===== src/rtl/input_cond_pkg.sv =====
// Shared types, defaults and helpers for the input_conditioner front end.
// Optional calibration is enabled by defining INPUT_COND_CAL_EN.
package input_cond_pkg;

    localparam int N_CH          = 4;
    localparam int DEF_W         = 16;
    localparam int DEF_PRE_SHIFT = 2;
    localparam int DEF_CAL_LOG2  = 6;
    localparam int DEF_FADE_LOG2 = 4;
    localparam int FADE_FULL     = 2 ** DEF_FADE_LOG2;
    localparam int CAL_N         = 2 ** DEF_CAL_LOG2;

    typedef enum logic {
        CAL,
        RUN
    } cond_state_e;

    // Clamp a signed value to the range of a w-bit two's complement number (w <= 32).
    function automatic logic signed [31:0] sat_w(input logic signed [32:0] v, input int w);
        logic signed [32:0] hi;
        logic signed [32:0] lo;
        hi = (33'sd1 <<< (w - 1)) - 33'sd1;
        lo = -(33'sd1 <<< (w - 1));
        if (v > hi) begin
            return hi[31:0];
        end else if (v < lo) begin
            return lo[31:0];
        end else begin
            return v[31:0];
        end
    endfunction

endpackage


===== src/rtl/input_cond_if.sv =====
// Sample bus between the codec side (master) and the input_conditioner (slave).
// Calibration signals are present in every build; INPUT_COND_CAL_EN decides whether they act.
interface input_cond_if
    import input_cond_pkg::*;
#(
    parameter int W = DEF_W
);
    logic                cal_req;
    logic [7:0]          jack;
    logic signed [W-1:0] sample_in0;
    logic signed [W-1:0] sample_in1;
    logic signed [W-1:0] sample_in2;
    logic signed [W-1:0] sample_in3;
    logic signed [W-1:0] sample_out0;
    logic signed [W-1:0] sample_out1;
    logic signed [W-1:0] sample_out2;
    logic signed [W-1:0] sample_out3;
    logic                out_valid;
    logic                cal_busy;

    modport master (
        output cal_req, jack, sample_in0, sample_in1, sample_in2, sample_in3,
        input  sample_out0, sample_out1, sample_out2, sample_out3, out_valid, cal_busy
    );

    modport slave (
        input  cal_req, jack, sample_in0, sample_in1, sample_in2, sample_in3,
        output sample_out0, sample_out1, sample_out2, sample_out3, out_valid, cal_busy
    );

endinterface


===== src/rtl/input_cond_channel.sv =====
// One conditioning lane: pre-shift, offset removal with saturation, gain fade, output register.
// With INPUT_COND_CAL_EN the lane also accumulates its own DC offset during calibration;
// without it the offset is fixed at zero.
module input_cond_channel
    import input_cond_pkg::*;
#(
    parameter int W         = DEF_W,
    parameter int PRE_SHIFT = DEF_PRE_SHIFT,
`ifdef INPUT_COND_CAL_EN
    parameter int CAL_LOG2  = DEF_CAL_LOG2,
`endif
    parameter int FADE_LOG2 = DEF_FADE_LOG2
) (
    input  logic                sample_clk,
    input  logic                rst,
`ifdef INPUT_COND_CAL_EN
    input  logic                cal_active,  // calibrating: accumulate y0
    input  logic                cal_done,    // last calibration edge: latch offset
`endif
    input  logic                hold,        // force gain and output to zero this edge
    input  logic                jack_on,     // fade target: full gain when set, silence when clear
    input  logic signed [W-1:0] x,
    output logic signed [W-1:0] y
);

    localparam int P_W = W + FADE_LOG2 + 1;
    localparam logic [FADE_LOG2:0] G_ONE  = (FADE_LOG2 + 1)'(1);
    localparam logic [FADE_LOG2:0] G_FULL = G_ONE << FADE_LOG2;

    logic signed [W-1:0]  y0;
    logic signed [W-1:0]  y1;
    logic signed [W-1:0]  y_d;
    logic signed [W-1:0]  off_q;
    logic signed [W:0]    diff;
    logic signed [32:0]   diff_ext;
    logic signed [P_W-1:0] prod;
    logic [FADE_LOG2:0]   g_q;
    logic [FADE_LOG2:0]   g_d;

    assign y0       = x >>> PRE_SHIFT;
    // One extra bit so the subtraction itself can never wrap before clamping.
    assign diff     = {y0[W-1], y0} - {off_q[W-1], off_q};
    assign diff_ext = 33'(diff);
    assign y1       = W'(sat_w(diff_ext, W));

    // Gain walks one step per edge toward its target, so a jack change mid-fade just reverses direction.
    always_comb begin
        // NOTE: default assignment first, so no path leaves g_d unassigned and no latch is inferred.
        g_d = g_q;
        if (hold) begin
            g_d = '0;
        end else if (jack_on && (g_q != G_FULL)) begin
            g_d = g_q + G_ONE;
        end else if (!jack_on && (g_q != '0)) begin
            g_d = g_q - G_ONE;
        end
    end

    // The output uses the gain as stepped on this same edge.
    assign prod = P_W'(y1) * P_W'($signed({1'b0, g_d}));
    assign y_d  = hold ? '0 : W'(prod >>> FADE_LOG2);

    // Gain and output registers.
    always_ff @(posedge sample_clk or posedge rst) begin
        // NOTE: non-blocking assignments in clocked blocks, so every register sees pre-edge values.
        if (rst) begin
            g_q <= '0;
            y   <= '0;
        end else begin
            g_q <= g_d;
            y   <= y_d;
        end
    end

`ifdef INPUT_COND_CAL_EN
    localparam int ACC_W = W + CAL_LOG2;

    logic signed [ACC_W-1:0] acc_q;
    logic signed [ACC_W-1:0] acc_sum;

    assign acc_sum = acc_q + ACC_W'(y0);

    // Offset accumulation; the old offset stays in use until a calibration completes.
    always_ff @(posedge sample_clk or posedge rst) begin
        if (rst) begin
            acc_q <= '0;
            off_q <= '0;
        end else if (cal_done) begin
            off_q <= W'(acc_sum >>> CAL_LOG2);
            acc_q <= '0;
        end else if (cal_active) begin
            acc_q <= acc_sum;
        end else begin
            acc_q <= '0;
        end
    end
`else
    assign off_q = '0;
`endif

endmodule


===== src/rtl/input_conditioner.sv =====
// Four-channel codec front end feeding the network's sample inputs.
// Define INPUT_COND_CAL_EN to build the offset-calibration FSM; without it offsets are zero,
// the block starts in RUN and cal_req is ignored.
module input_conditioner
    import input_cond_pkg::*;
#(
    parameter int W         = DEF_W,
    parameter int PRE_SHIFT = DEF_PRE_SHIFT,
    parameter int CAL_LOG2  = $clog2(CAL_N),
    parameter int FADE_LOG2 = $clog2(FADE_FULL)
) (
    input  logic         sample_clk,
    input  logic         rst,
    input_cond_if.slave  bus
);

    logic signed [W-1:0] x_arr [N_CH];
    logic signed [W-1:0] y_arr [N_CH];
    logic                hold;
    logic [3:0]          unused_jack_hi;

    assign x_arr[0] = bus.sample_in0;
    assign x_arr[1] = bus.sample_in1;
    assign x_arr[2] = bus.sample_in2;
    assign x_arr[3] = bus.sample_in3;

    assign bus.sample_out0 = y_arr[0];
    assign bus.sample_out1 = y_arr[1];
    assign bus.sample_out2 = y_arr[2];
    assign bus.sample_out3 = y_arr[3];

    // Only the low four jack bits map to channels.
    assign unused_jack_hi = bus.jack[7:4];

`ifdef INPUT_COND_CAL_EN
    localparam logic [CAL_LOG2-1:0] CNT_LAST = '1;
    localparam logic [CAL_LOG2-1:0] CNT_ONE  = CAL_LOG2'(1);

    cond_state_e         state_q;
    cond_state_e         state_d;
    logic [CAL_LOG2-1:0] cnt_q;
    logic [CAL_LOG2-1:0] cnt_d;
    logic                cal_active;
    logic                cal_done;

    // FSM state and calibration sample counter.
    always_ff @(posedge sample_clk or posedge rst) begin
        if (rst) begin
            state_q <= CAL;
            cnt_q   <= '0;
        end else begin
            state_q <= state_d;
            cnt_q   <= cnt_d;
        end
    end

    // CAL counts samples until the last one; RUN re-enters CAL on a request (ignored while calibrating).
    always_comb begin
        state_d = state_q;
        cnt_d   = cnt_q;
        case (state_q)
            CAL: begin
                if (cnt_q == CNT_LAST) begin
                    state_d = RUN;
                    cnt_d   = '0;
                end else begin
                    cnt_d = cnt_q + CNT_ONE;
                end
            end
            RUN: begin
                if (bus.cal_req) begin
                    state_d = CAL;
                    cnt_d   = '0;
                end
            end
            default: begin
                state_d = CAL;
                cnt_d   = '0;
            end
        endcase
    end

    assign cal_active    = (state_q == CAL);
    assign cal_done      = cal_active && (cnt_q == CNT_LAST);
    // Outputs are muted for the whole calibration and on the RUN edge that requests it.
    assign hold          = cal_active || bus.cal_req;
    assign bus.cal_busy  = cal_active;
    assign bus.out_valid = (state_q == RUN);
`else
    logic        valid_q;
    logic        unused_cal_req;
    logic [31:0] unused_cal_log2;

    // Valid rises on the first edge after reset and stays high.
    always_ff @(posedge sample_clk or posedge rst) begin
        if (rst) begin
            valid_q <= 1'b0;
        end else begin
            valid_q <= 1'b1;
        end
    end

    assign hold            = 1'b0;
    assign bus.cal_busy    = 1'b0;
    assign bus.out_valid   = valid_q;
    assign unused_cal_req  = bus.cal_req;
    assign unused_cal_log2 = CAL_LOG2;
`endif

    for (genvar i = 0; i < N_CH; i++) begin : g_ch
        input_cond_channel #(
            .W         (W),
            .PRE_SHIFT (PRE_SHIFT),
`ifdef INPUT_COND_CAL_EN
            .CAL_LOG2  (CAL_LOG2),
`endif
            .FADE_LOG2 (FADE_LOG2)
        ) u_ch (
            .sample_clk (sample_clk),
            .rst        (rst),
`ifdef INPUT_COND_CAL_EN
            .cal_active (cal_active),
            .cal_done   (cal_done),
`endif
            .hold       (hold),
            .jack_on    (bus.jack[i]),
            .x          (x_arr[i]),
            .y          (y_arr[i])
        );
    end

endmodule

===== src/flat_wrapper.sv =====
// flat-port wrapper written by rule: the top's interface ports become plain ports
module input_conditioner_flat import input_cond_pkg::*;
#(
    parameter int W         = DEF_W,
    parameter int PRE_SHIFT = DEF_PRE_SHIFT,
    parameter int CAL_LOG2  = $clog2(CAL_N),
    parameter int FADE_LOG2 = $clog2(FADE_FULL)
)
  (sample_clk, rst, bus_cal_req, bus_jack, bus_sample_in0, bus_sample_in1, bus_sample_in2, bus_sample_in3, bus_sample_out0, bus_sample_out1, bus_sample_out2, bus_sample_out3, bus_out_valid, bus_cal_busy);
  input_cond_if #(.W(W)) bus_i ();
  input  logic sample_clk;
  input  logic rst;
  input wire logic [$bits(bus_i.cal_req)-1:0] bus_cal_req;
  input wire logic [$bits(bus_i.jack)-1:0] bus_jack;
  input wire logic [$bits(bus_i.sample_in0)-1:0] bus_sample_in0;
  input wire logic [$bits(bus_i.sample_in1)-1:0] bus_sample_in1;
  input wire logic [$bits(bus_i.sample_in2)-1:0] bus_sample_in2;
  input wire logic [$bits(bus_i.sample_in3)-1:0] bus_sample_in3;
  output wire logic [$bits(bus_i.sample_out0)-1:0] bus_sample_out0;
  output wire logic [$bits(bus_i.sample_out1)-1:0] bus_sample_out1;
  output wire logic [$bits(bus_i.sample_out2)-1:0] bus_sample_out2;
  output wire logic [$bits(bus_i.sample_out3)-1:0] bus_sample_out3;
  output wire logic [$bits(bus_i.out_valid)-1:0] bus_out_valid;
  output wire logic [$bits(bus_i.cal_busy)-1:0] bus_cal_busy;
  assign bus_i.cal_req = bus_cal_req;
  assign bus_i.jack = bus_jack;
  assign bus_i.sample_in0 = bus_sample_in0;
  assign bus_i.sample_in1 = bus_sample_in1;
  assign bus_i.sample_in2 = bus_sample_in2;
  assign bus_i.sample_in3 = bus_sample_in3;
  assign bus_sample_out0 = bus_i.sample_out0;
  assign bus_sample_out1 = bus_i.sample_out1;
  assign bus_sample_out2 = bus_i.sample_out2;
  assign bus_sample_out3 = bus_i.sample_out3;
  assign bus_out_valid = bus_i.out_valid;
  assign bus_cal_busy = bus_i.cal_busy;
  input_conditioner #(.W(W), .PRE_SHIFT(PRE_SHIFT), .CAL_LOG2(CAL_LOG2), .FADE_LOG2(FADE_LOG2)) u_core (.sample_clk(sample_clk), .rst(rst), .bus(bus_i));
endmodule

===== config.mk =====
export PLATFORM = sky130hd
export DESIGN_NAME = input_conditioner_flat
export DESIGN_NICKNAME = d
export VERILOG_FILES = /design/src/rtl/input_cond_pkg.sv /design/src/rtl/input_cond_if.sv /design/src/rtl/input_cond_channel.sv /design/src/rtl/input_conditioner.sv /design/src/flat_wrapper.sv
export SDC_FILE = /design/constraint.sdc
export NUM_CORES = 1
export LEC_CHECK = 0
export ABC_AREA = 1
export CORE_MARGIN = 3
export CORE_UTILIZATION = 35
export CTS_BUF_LIST = sky130_fd_sc_hd__clkbuf_2 sky130_fd_sc_hd__clkbuf_4 sky130_fd_sc_hd__clkbuf_8
export DETAILED_ROUTE_END_ITERATION = 8
export GPL_TIMING_DRIVEN = 0
export MAX_ROUTING_LAYER = met4
export REMOVE_ABC_BUFFERS = 1
export SETUP_SLACK_MARGIN = 0.2
export SLEW_MARGIN = 40
export SYNTH_ARGS = -nofsm -noshare
export SYNTH_HDL_FRONTEND = slang
export SYNTH_SLANG_ARGS = --single-unit

===== constraint.sdc =====
create_clock -name sample_clk -period 4.7 [get_ports sample_clk]
set_input_delay 0.94 -clock sample_clk [delete_from_list [all_inputs] [get_ports sample_clk]]
set_output_delay 0.94 -clock sample_clk [all_outputs]
set_load 0.01 [all_outputs]

==> flow_summary_export.csv <==
group,metric,value,unit
run_status,status,"completed",
route,drcViolationCount,0,
synth,synth.most_common_cell,"inv_1",
synth,synth_seq_area_share,15.86,%
finish,diodes,0,
critical_path,cp_top_family,"adder cells",
sta,period_needed,4.615,ns
global_routing,grt_pass1_wl,58660,µm
cts,cts_hold_buffers,0,
synth,synth.top_cell.area_share,27.17,%
cts,cts_tree,"built",
route,dr.pass1.iters,5,
critical_path,max_stage_delay,0.53,ns
placed_design,placedInstanceArea,0.01525,mm²
cts,cts_buffers,9,
cts,clock_sinks,85,
synth,async_flop_share,100.0,%
synth,synth_edf_count,0,
critical_path,critPathMostFrequentCell,"fa_1",
synth,yosysUniqueCellTypes,52,
hold_path,holdCritStartpoint,"u_core.g_ch[0].u_ch.g_q[4]$_DFF_PP0_",
sta,finalCritPeriodShare,98.19,%
synth,synth_area_leaders,"fa_1 27%, dfrtp_1 16%, ha_1 13%, inv_1 12%, nor2_1 7.7%",
placed_design,dp_hpwl,25300,µm
critical_path,critPathMaxFanout,5,
sta,drv_slew,0,
route,finalWirelength,36270,µm
sta,hold_violations,0,
critical_path,critPathKind,"flip-flop to flip-flop",
global_routing,grt_max_degree,50,
cts,clk_pin_slew,0.11,ns
placed_design,dp_slack,-1.395,ns
finish,stdcell_area,0.01917,mm²
floorplan,rows,71,
global_routing,grt_overflow,0,
hold_path,min_path_type,"flip-flop to flip-flop",
finish,register_area,0.002132,mm²
synth,synthCells,1687,
floorplan,start_util,35.51,%
synth,synth_top_area_cell,"fa_1",
route,wl_per_cell,14.55,µm
critical_path,r2r_start,"u_core.g_ch[2].u_ch.g_q[0]$_DFF_PP0_",
floorplan,die-area,0.04069,mm²
floorplan,ios,141,
critical_path,path_cells,"inv_2 > ha_4 > nand3_4 > nand2_4 > inv_4 > nand2_2 > nand2_2 > nand2_4 > xor2_4 > clkinvlp_4 > buf_6 > buf_6 > nor2_4 > fa_1 > fa_1 > inv_1 > fa_1 > inv_2 > ha_4 > a21oi_4 > o21ai_1 > a211oi_1 > o21ai_1 > xor2_1",
floorplan,die_x,201.7,µm
floorplan,fp.coreArea,0.03776,mm²
global_routing,grt_usage,17.97,%
critical_path,startpoint,"u_core.g_ch[2].u_ch.g_q[0]$_DFF_PP0_",
finish,nets,2376,
sta,finClkSkew,0.02423,ns
route,vias_per_cell,4.647,
finish,n_fill_cell,3391,
route,drtIter0Drc,400,
global_routing,grt_pass1_vias,12280,
critical_path,crit_arrival,4.94,ns
critical_path,start_kind,"flip-flop",
sta,rsz0062_at_grt,"yes",
synth,synth_common_cells,"438 x inv_1, 276 x nor2_1, 197 x nand2_1",
cts,cts_buffer_depth,2,
flow_run,cap_viol_max_count,0,
route,route.vias.total,11580,
cts,ctsRootBufferMaster,"clkbuf_8",
cts,clk_latency,0.42,ns
floorplan,die_h,201.7,µm
critical_path,critical_path_buf_inv_count,7,
placed_design,globalplace.congestion,0.8380,
cts,cts-htree-levels,3,
finish,area_growth,42.98,%
placed_design,port_buffers,126,
synth,synth-seq-cells,85,
sta,fmax,216.7,MHz
global_routing,antenna_found_initial,0,
route,ant_nets,0,
sta,setup_viol_count_final,0,
critical_path,end_kind,"flip-flop",
synth,ys.flop_type,"dfrtp_1",
synth,ys_warn_count,0,
finish,multiInputGateArea,0.01175,mm²
finish,drive_above_1_share,31.58,%
synth,syn_area,0.01341,mm²
synth,syn_avg_cell_area,7.948,µm²
critical_path,critPathSlowestCell,"fa_1",
sta,tns,0,ns
critical_path,cp.required,5.03,ns
sta,setup_ws,0.08493,ns
[worst min-delay path: cells and delay by family, from the launching register on]
| family | cells | cell delay, ns |
|---|---|---|
| DFF | 1 | 0.45 |
| and+or+nand+nor | 1 | 0.11 |
| AOI/OAI and AO/OA | 1 | 0.08 |
[flip-flops by register name, indices dropped and copies added, names as in the netlist]
register,flops
u_core.g_ch.u_ch.y,64
u_core.g_ch.u_ch.g_q,20
u_core.bus.out_valid,1
[final timing paths]
check,end,slack (ns),depth (start not counted)
worst max-delay path,u_core.g_ch[2].u_ch.y[13]$_DFF_PP0_,0.08,24
worst min register to register,u_core.g_ch[0].u_ch.g_q[4]$_DFF_PP0_,0.67,2
min in group asynchronous,u_core.g_ch[0].u_ch.y[11]$_DFF_PP0_,0.88,2
worst min-delay path,u_core.g_ch[0].u_ch.g_q[4]$_DFF_PP0_,0.67,2
max in group asynchronous,u_core.g_ch[1].u_ch.g_q[3]$_DFF_PP0_,3.23,3
worst max register to register,u_core.g_ch[2].u_ch.y[13]$_DFF_PP0_,0.08,24
[cells by family after synthesis]
family | Yosys count | share of synthesized area (%)
xor gates and xnor gates | 76 | 5.273
buffers and inverters | 471 | 13.35
AOI/OAI and AO/OA | 130 | 5.776
and+or+nand+nor | 600 | 19.34
DFF | 85 | 15.86
adders and majority gates | 323 | 40.33
other | 2 | 0.05601
[through the flow]
step                      cells  hold WS (ns)  utilization, %
after global routing       2493        0.7174           50.78
after global placement     2302        0.6170           40.27
final                      2493        0.6741           50.78
after CTS                  2427        0.6483           46.57
after detailed placement   2303        0.6341           40.38
after floorplan            1665        0.6040               -
[cells in the final DEF (no fill, tap or decap), types with 13 or more instances in the layout]
| cell type | Yosys | layout |
|---|---|---|
| a21oi_1 | 61 | 16 |
| a21oi_2 | 0 | 28 |
| a21oi_4 | 0 | 17 |
| buf_4 | 2 | 140 |
| buf_6 | 1 | 25 |
| clkdlybuf4s50_1 | 0 | 122 |
| dfrtp_1 | 85 | 81 |
| fa_1 | 182 | 171 |
| ha_1 | 141 | 86 |
| ha_4 | 0 | 54 |
| inv_1 | 438 | 380 |
| inv_2 | 11 | 59 |
| nand2_1 | 197 | 128 |
| nand2_2 | 16 | 54 |
| nand2_4 | 3 | 33 |
| nand3_1 | 53 | 40 |
| nand3_2 | 5 | 13 |
| nor2_1 | 276 | 225 |
| nor2_2 | 21 | 32 |
| nor2_4 | 4 | 44 |
| o21ai_1 | 3 | 14 |
| xnor2_1 | 21 | 18 |
| xor2_1 | 51 | 37 |
| xor2_2 | 3 | 13 |
[layer usage]
layer	share of wire [%]	GRT usage, %	up-vias
met4	1.4	4.859	0
met1	43	22.62	5773
met2	51	29.92	206
met5	0	-	-
li1	-	-	5577
met3	4.5	3.300	28
[cell type report]
class | instances | share of cell area, %
Timing Repair inverter | 2 | 0.07832
Multi-Input combinational cell | 1132 | 61.30
Sequential cell | 85 | 11.12
Inverter | 449 | 9.007
Timing Repair Buffer | 299 | 14.31
Tap cell | 511 | 3.335
Clock buffer | 9 | 0.6461
Clock inverter | 6 | 0.2023
[timing repair]
action	CTS	global route
pin swaps	163	203
cloned	3	0
setup endpoints to repair	56	46
resized for setup	303	263
buffers inserted	106	66
Power is left out: the tool's default activity adds up to more than one toggle a clock period on the data nets, which glitch-free logic cannot reach.
